**src/rtl/muldiv_unit.sv**
```systemverilog
// Iterative multiply/divide unit with HI/LO registers for the execute stage.
// Shift-add multiply and restoring divide, one bit per cycle, WIDTH cycles per operation.
module muldiv_unit #(
   parameter int WIDTH = 32,
   parameter int CNTW  = $clog2(WIDTH)
) (
   input  logic             clk,
   input  logic             reset,
   input  logic             start,
   input  logic [3:0]       op,
   input  logic             is_signed,
   input  logic [WIDTH-1:0] srca,
   input  logic [WIDTH-1:0] srcb,
   input  logic             flush,
   input  logic             hi_we,
   input  logic             lo_we,
   input  logic [WIDTH-1:0] wdata,
   output logic             busy,
   output logic             done,
   output logic             div_zero,
   output logic [WIDTH-1:0] hi,
   output logic [WIDTH-1:0] lo
);

   // state | meaning
   // IDLE  | waiting for start; MTHI/MTLO honoured
   // MUL   | shift-add multiply, one multiplier bit per edge
   // DIV   | restoring divide, one quotient bit per edge
   typedef enum logic [1:0] {S_IDLE, S_MUL, S_DIV} state_t;

   localparam logic [3:0] OP_MUL = 4'b1000;
   localparam logic [3:0] OP_DIV = 4'b1001;

   state_t state, state_nx;
   logic load, finish;

   logic [CNTW-1:0]    cnt;
   logic [WIDTH-1:0]   mag_a, mag_b, srca_q;
   logic               sign_a, sign_b;
   logic [2*WIDTH-1:0] acc;
   logic [WIDTH:0]     rem;

   logic [WIDTH-1:0]   a_mag_in, b_mag_in;
   logic               a_neg_in, b_neg_in;

   logic [WIDTH:0]     mul_sum;
   logic [2*WIDTH-1:0] mul_nx, prod_fix;
   logic [WIDTH:0]     div_shift, rem_nx;
   logic [WIDTH+1:0]   div_diff;
   logic               div_ge;
   logic [WIDTH-1:0]   dq_nx, quo_fix, rem_fix;

   always_ff @(posedge clk) begin
      if (reset) state <= S_IDLE;
      else       state <= state_nx;
   end

   always_comb begin
      state_nx = state;
      load     = 1'b0;
      finish   = 1'b0;
      case (state)
         S_IDLE: begin
            if (start && !flush) begin
               if (op == OP_MUL) begin
                  state_nx = S_MUL;
                  load     = 1'b1;
               end else if (op == OP_DIV) begin
                  state_nx = S_DIV;
                  load     = 1'b1;
               end
            end
         end
         S_MUL, S_DIV: begin
            if (flush) begin
               state_nx = S_IDLE;
            end else if (cnt == '0) begin
               state_nx = S_IDLE;
               finish   = 1'b1;
            end
         end
         default: state_nx = S_IDLE;
      endcase
   end

   assign busy = (state != S_IDLE);

   assign a_neg_in = is_signed & srca[WIDTH-1];
   assign b_neg_in = is_signed & srcb[WIDTH-1];
   assign a_mag_in = a_neg_in ? -srca : srca;
   assign b_mag_in = b_neg_in ? -srcb : srcb;

   // Multiply: acc = {partial product, remaining multiplier bits}
   assign mul_sum  = {1'b0, acc[2*WIDTH-1:WIDTH]} + (acc[0] ? {1'b0, mag_a} : '0);
   assign mul_nx   = {mul_sum, acc[WIDTH-1:1]};
   assign prod_fix = (sign_a ^ sign_b) ? -mul_nx : mul_nx;

   // Divide: acc[WIDTH-1:0] shifts dividend bits out and quotient bits in
   assign div_shift = {rem[WIDTH-1:0], acc[WIDTH-1]};
   assign div_diff  = {1'b0, div_shift} - {2'b00, mag_b};
   assign div_ge    = ~div_diff[WIDTH+1];
   assign rem_nx    = div_ge ? div_diff[WIDTH:0] : div_shift;
   assign dq_nx     = {acc[WIDTH-2:0], div_ge};
   assign quo_fix   = (sign_a ^ sign_b) ? -dq_nx : dq_nx;
   assign rem_fix   = sign_a ? -rem_nx[WIDTH-1:0] : rem_nx[WIDTH-1:0];

   always_ff @(posedge clk) begin
      if (reset) begin
         hi       <= '0;
         lo       <= '0;
         done     <= 1'b0;
         div_zero <= 1'b0;
         cnt      <= '0;
         mag_a    <= '0;
         mag_b    <= '0;
         srca_q   <= '0;
         sign_a   <= 1'b0;
         sign_b   <= 1'b0;
         acc      <= '0;
         rem      <= '0;
      end else begin
         done     <= 1'b0;
         div_zero <= 1'b0;
         if (state == S_IDLE) begin
            if (hi_we) hi <= wdata;
            if (lo_we) lo <= wdata;
         end
         if (load) begin
            mag_a  <= a_mag_in;
            mag_b  <= b_mag_in;
            sign_a <= a_neg_in;
            sign_b <= b_neg_in;
            srca_q <= srca;
            cnt    <= CNTW'(WIDTH - 1);
            acc    <= {{WIDTH{1'b0}}, (op == OP_MUL) ? b_mag_in : a_mag_in};
            rem    <= '0;
         end else if (state == S_MUL && !flush) begin
            acc <= mul_nx;
            cnt <= cnt - 1'b1;
            if (finish) begin
               hi   <= prod_fix[2*WIDTH-1:WIDTH];
               lo   <= prod_fix[WIDTH-1:0];
               done <= 1'b1;
            end
         end else if (state == S_DIV && !flush) begin
            acc[WIDTH-1:0] <= dq_nx;
            rem            <= rem_nx;
            cnt            <= cnt - 1'b1;
            if (finish) begin
               done <= 1'b1;
               // Zero divisor returns all-ones quotient and the original dividend
               if (mag_b == '0) begin
                  lo       <= '1;
                  hi       <= srca_q;
                  div_zero <= 1'b1;
               end else begin
                  lo <= quo_fix;
                  hi <= rem_fix;
               end
            end
         end
      end
   end

endmodule
```
**config.mk**
```make
export PLATFORM = sky130hd
export DESIGN_NAME = muldiv_unit
export DESIGN_NICKNAME = d
export VERILOG_FILES = /design/src/rtl/muldiv_unit.sv
export SDC_FILE = /design/constraint.sdc
export NUM_CORES = 1
export LEC_CHECK = 0
export ABC_AREA = 1
export BUFFER_PORTS_ARGS = -buffer_cell sky130_fd_sc_hd__buf_2
export CORE_AREA = 3 3 332 203
export DETAILED_ROUTE_END_ITERATION = 7
export DIE_AREA = 0 0 335 206
export PLACE_DENSITY = 0.48
export SKIP_CTS_REPAIR_TIMING = 1
export SLEW_MARGIN = 20
export SYNTH_ARGS = -nofsm -noshare
export SYNTH_HDL_FRONTEND = slang
export SYNTH_SLANG_ARGS = --single-unit
```
**constraint.sdc**
```tcl
create_clock -name clk -period 4.2 [get_ports clk]
set_clock_uncertainty 0.2 [all_clocks]
set_input_delay 0.42 -clock clk [delete_from_list [all_inputs] [get_ports clk]]
set_output_delay 0.42 -clock clk [all_outputs]
set_load 0.05 [all_outputs]
```
==> flow_metrics.tcl, run 1 <==
set metrics [dict create \
    outcome "finished with violations" \
    violations "hold timing" \
    p_switching_mw 3.70 \
    min_path_type "primary input to register" \
    power_density_nw_per_um2 351 \
    rsz0062_at_grt "false" \
    hold_viol 5 \
    cp-end-kind "register" \
    synth.distinct_cells 61 \
    ys_seq_area_frac 0.237 \
    intPower_mw 5.50 \
    vdd_drop_max_mv 0.316 \
    p_sw_frac 0.402 \
    crit_path_start_kind "primary input" \
    overflow 0 \
    hold_ws_ns -0.0328 \
    dp_hpwl_mm 85.8 \
    first_pass_iters 6 \
    die_area_sq_um 69000 \
    clkLatencyLatePin_ns 0.61 \
    io_buffers 173 \
    cpPeakStageDelay_ns 0.53 \
    use_met1 0.488 \
    rows 72 \
    busiest_layer "met1" \
    area_delta_synth_final_pct 16.3 \
    crit_slowest_cell "dlygate4sd3_1" \
    cts_buffer_depth 3 \
    synth_edf_count 0 \
    use_met2 0.389 \
    post-route-util 0.407 \
    fin_crit_ns 3.98 \
    tritoncts "done" \
    worstMarginPinSlew_ns 0.963 \
    period_share 0.948 \
    synthCells 3780 \
    path_clk_slew_ns 0.07 \
    postSynthAreaPerCell_sq_um 5.95 \
    clock_sinks 266 \
    antenna_left 0 \
    setup_tns_ns 0 \
    slew_headroom 0.354 \
    vias 26100 \
    async_reset_ff_frac 0 \
    crit_fanout 4 \
    startpoint "srca[0]" \
    worst_path_dominant_cell_family "simple AND/OR/NAND/NOR gates" \
    grt_start_max_net_pins 90 \
    timing.rr.start "mag_b[21]$_SDFFE_PP0P_" \
    drtIter0Drc 3093 \
    fin_nets 4131 \
    cts_buffers 30 \
    coreArea_sq_um 64300 \
    die_y_microns 206 \
    cts_max_level 1 \
    drive_gt1_frac 0.119 \
    critPathRequiredTime_ns 4.50 \
    path_cells "dlygate4sd3_1 > buf_2 > inv_1 > nand3_1 > nor3_1 > nand4_1 > nor2_1 > nand4_1 > or2_2 > nor2_1 > nand2_1 > nor2_1 > nand2_1 > nand2_1 > o21ai_0 > nand2_1 > nand3_1 > nand3_1 > a21oi_1" \
    grt_usage 0.300 \
    cpMostUsedCell "nand2_1" \
    grtUsageMet3 0.0798 \
    grt_pass1_vias 23100 \
    pin_count 174 \
    p_leak_nw 13.0 \
    grt_pass1_wl_mm 156 \
    ys.flop_type "dfxtp_1" \
    vias_per_cell 5.41 \
    min_from "wdata[19]" \
    antenna_found_initial 2 \
    cts_root_buf "clkbuf_16" \
    slew_viol_final 0 \
    drc 0 \
    seqPwrFrac 0.289 \
    final_common_cell "nand2_1" \
    fmax_mhz 251 \
    synth_nets 3962 \
    start_util 0.350 \
    setup_viol 0 \
    wire_per_inst_microns 22.1 \
    wirelength_mm 107 \
    dpl.cell_count 4748 \
    layout_common_cells "940 x nand2_1, 550 x inv_1, 340 x o21ai_0" \
    drv_cap 0 \
    clkPwrFrac 0.346 \
    synth-seq-cells 266 \
    layout.cells.non_filler 4825 \
    worst-endpoint-arrival_ns 4.28 \
    yosysWarnings 0 \
    path_buf_inv 3 \
    die_x_microns 335 \
    syn-cell-area_sq_um 22500 \
    worst-setup-path-type "primary input to register" \
    comb_power_share 0.365 \
    routabilityCongestion 1.01 \
]
## through the flow
stage	power (mW)	worst slack (ns)	instance area (sq um)
3_5_place_dp	5.92	0.174	24700
3_3_place_gp	5.94	0.131	24700
5_1_grt	9.64	0.00605	26200
4_1_cts	9.10	0.138	25900
2_1_floorplan	4.75	0.539	22500
6_report	9.20	0.219	26200
## sequential cells by signal (all words and copies together) (netlist names)
register / cells
acc: 64
cnt: 5
div_zero: 1
done: 1
hi: 32
lo: 32
mag_a: 32
mag_b: 32
rem: 32
sign_a: 1
sign_b: 1
srca_q: 31
state: 2
## Yosys cell counts (53+ instances only)
| library cell | n | area, sq um |
|---|---|---|
| nor2_1 | 319 | 1200 |
| inv_1 | 554 | 2080 |
| ha_1 | 73 | 913 |
| nand2_1 | 948 | 3560 |
| xor2_1 | 98 | 858 |
| dfxtp_1 | 266 | 5330 |
| o211ai_1 | 75 | 563 |
| nor3_1 | 53 | 265 |
| o21ai_0 | 343 | 1720 |
| clkbuf_1 | 143 | 537 |
| a21oi_1 | 215 | 1080 |
| nand3_1 | 268 | 1340 |
## power groups by stage
stage,sequential [mW],combinational (mW),clock (mW)
after CTS,2.66,3.22,3.22
final,2.66,3.36,3.18
after detailed placement,2.71,3.21,0
after global placement,2.71,3.23,0
after global routing,2.66,3.64,3.33
after floorplan,2.83,1.91,0
## cells by family (layout without fill, tap and decap cells)
logic type | Yosys count | in the layout | synth area share
compound gates | 806 | 806 | 0.204
xor+xnor | 122 | 122 | 0.0475
fa+ha+maj | 75 | 75 | 0.0424
buf+inv | 749 | 942 | 0.128
flops | 266 | 266 | 0.237
mux | 35 | 35 | 0.0161
other cells | 0 | 1 | 0
simple gates | 1727 | 1727 | 0.326
## worst min-delay path: stages
cell	delay [ns]
buf_2	0.09
o211ai_1	0.09
a21oi_1	0.14
## final timing paths
check,to,slack (ns),depth (start not counted)
hold / removal,hi[19]$_SDFF_PP0_,-0.03,3
setup reg to reg,hi[30]$_SDFF_PP0_,0.22,21
setup / recovery,acc[29]$_SDFFE_PP0P_,0.22,19
hold reg to reg,srca_q[5]$_SDFFE_PP0P_,0.26,2
## cell type report
| cell class | instances | area, sq um |
|---|---|---|
| clock buffer | 39 | 846 |
| antenna | 1 | 2.50 |
| inverter | 576 | 2160 |
| multi-input combinational | 2765 | 14400 |
| sequential | 266 | 5330 |
| fill | 7137 | 38200 |
| timing repair buffer | 310 | 2030 |
| clock inverter | 17 | 303 |
| tap | 851 | 1060 |
## per-layer routing
layer | part of all wire | up-vias
met5 | 0 | -
li1 | - | 12700
met2 | 0.37 | 1172
met3 | 0.11 | 57
met4 | 0.012 | 0
met1 | 0.51 | 12200
No activity file was read; power rests on OpenSTA's default activity.
==> run 2, diff against run 1 <==
ABC_AREA = not set   (was 1)
CORE_AREA = 3 3 321 196   (was 3 3 332 203)
DIE_AREA = 0 0 324 199   (was 0 0 335 206)
MAX_ROUTING_LAYER = met4   (was not set)
REMOVE_ABC_BUFFERS = 1   (was not set)
==> flow_metrics.tcl, run 2 <==
set metrics [dict create \
    yosys.area.top_type_share 0.254 \
    pin_count 174 \
    wirelength_mm 106 \
    rr_endpoint "hi[24]$_SDFF_PP0_" \
    clock_sinks 266 \
    drive_gt1_frac 0.289 \
    synth-seq-cells 266 \
    grt_start_max_net_pins 123 \
    slew_headroom 0.240 \
    worst-endpoint-arrival_ns 5.14 \
    synth_common_cells "407 x nand2_1, 309 x nor2_1, 286 x a21oi_1, 266 x dfxtp_1, 193 x clkbuf_1" \
    yosysMostFrequentCell "nand2_1" \
    fin_nets 3707 \
    dp_hpwl_mm 81.9 \
    drv_cap 0 \
    grt_usage 0.318 \
    postSynthAreaPerCell_sq_um 7.17 \
    path_clk_slew_ns 0.07 \
    routabilityCongestion 1.01 \
    largest-register "acc" \
    io_buffers 173 \
    post-route-util 0.484 \
    cts_root_buf "clkbuf_16" \
    timing.rr.start "mag_b[23]$_SDFFE_PP0P_" \
    grt_pass1_wl_mm 150 \
    min_path_type "primary input to register" \
    fin_crit_ns 4.81 \
    crit_fanout 5 \
    violations "hold timing, setup timing" \
    r2r_slack_ns -0.61 \
    antenna_found_initial 3 \
    start_util 0.347 \
    min_from "wdata[2]" \
    ys.flop_type "dfxtp_1" \
    largest_reg_flops 64 \
    r2r_cells 25 \
    hold_depth 3 \
    synth_area_leader_cell "dfxtp_1" \
    first_pass_iters 6 \
    antenna_left 0 \
    die_y_microns 199 \
    holdPathEnd "lo[2]$_SDFF_PP0_" \
    p_leak_nw 12.2 \
    crit_path_start_kind "register" \
    slew_viol_final 0 \
    dpl_cell_area_sq_um 26300 \
    area_delta_synth_final_pct 39.3 \
    cts_buffer_depth 3 \
    grt_pass1_vias 22800 \
    synth.distinct_cells 91 \
    drc 0 \
    power_density_nw_per_um2 324 \
    cts_buffers 31 \
    vias 25100 \
    hold_viol 3 \
    setup_viol 13 \
    p_total_mw 9.47 \
    cts_max_level 1 \
    overflow 0 \
    synthCells 2927 \
    hold_ws_ns -0.0189 \
    fmax_mhz 208 \
    setup_tns_ns -5.37 \
    rows 70 \
    synthTopCellsByArea "dfxtp_1 25%, nand2_1 7.3%, a21oi_1 6.8%" \
    worst-setup-path-type "register to register" \
    drtIter0Drc 3074 \
    worstMarginPinSlew_ns 1.14 \
    die_x_microns 324 \
    critPathRequiredTime_ns 4.53 \
    ys_seq_area_frac 0.254 \
    rsz0062_at_grt "true" \
    syn-cell-area_sq_um 21000 \
    layout_common_cells "558 x buf_4, 394 x nand2_1, 299 x nor2_1" \
    coreArea_sq_um 60400 \
    yosysWarnings 0 \
    fin_area_sq_um 29200 \
    vias_per_cell 5.78 \
    startpoint "mag_b[23]$_SDFFE_PP0P_" \
    tritoncts "done" \
    vdd_drop_max_mv 0.304 \
    cp-end-kind "register" \
    wire_per_inst_microns 24.3 \
    async_reset_ff_frac 0 \
    final_common_cell "buf_4" \
    outcome "finished with violations" \
    die_area_sq_um 64500 \
    period_share 1.15 \
    clkLatencyLatePin_ns 0.63 \
    synth_edf_count 0 \
    setup_ws_ns -0.609 \
]
## run 2: cell types whose count changed after synthesis, moves of 71 or more
cell      delta
xnor2_1     +76
o21ai_0    -221
nand3_1    -206
nand2_1    -541
inv_1      -473
a211oi_1   +105
a21oi_1     +71
## run 2: how the worst max path moves through the flow
| stage | endpoint | slack, ns |
|---|---|---|
| after floorplan | hi[31]$_SDFF_PP0_ | -2.47 |
| after global placement | hi[30]$_SDFF_PP0_ | -0.83 |
| after detailed placement | hi[24]$_SDFF_PP0_ | -0.98 |
| after CTS | hi[24]$_SDFF_PP0_ | -1.04 |
| after global routing | hi[24]$_SDFF_PP0_ | -0.84 |
| final | hi[24]$_SDFF_PP0_ | -0.61 |
## run 2: cell families after synthesis
family	synth area share
adders and majority gates	0.0455
muxes	0.0390
AOI/OAI and AO/OA	0.286
and+or+nand+nor	0.239
DFF	0.254
buffers and inverters	0.0560
xor gates and xnor gates	0.0814
## run 2: final cells by class
class	count	area [sq um]
inverters	82	310
flip-flops and latches	266	5340
fillers	6156	31200
multi-input cells	2354	15700
diodes	3	7.51
well taps	792	991
clock buffers	40	860
repair buffers	790	5780
clock inverters	17	267
## run 2: worst max-delay path, stage by stage (launching register included)
cell and delay (ns):
dfxtp_2 0.33, inv_1 0.06, ha_4 0.24, buf_4 0.14, a21o_1 0.19, a21oi_1 0.18, o311ai_2 0.15, a21oi_2 0.16
buf_4 0.18, nand2_4 0.10, buf_4 0.15, nor2_2 0.08, a21oi_2 0.05, inv_1 0.08, ha_2 0.18, inv_2 0.04
or4_4 0.50, nor3_4 0.23, nand2_2 0.13, nor3_4 0.23, a41oi_2 0.09, nor3_2 0.19, buf_4 0.14, nand2b_1 0.08
a221o_1 0.39, a221oi_2 0.24
## run 2: per-stage QoR
step                cells  worst slack [ns]
floorplan            2702             -2.47
global placement     4216            -0.825
detailed placement   4216            -0.983
CTS                  4273             -1.04
global route         4341            -0.840
finish               4344            -0.609
## run 2: power by group
group	total, mW	switching (mW)	internal, mW
logic	3.68	2.10	1.58
registers	2.66	0.0689	2.59
clock network	3.13	1.31	1.82
## run 2: metal layers
layer  vias to the layer above  global-route usage  share of wire
met4                         0              0.0477          0.017
met3                       119              0.0490          0.093
li1                      11800                   -              -
met2                      1136               0.431           0.39
met1                     12100               0.494           0.50
met5                         -                   -              0
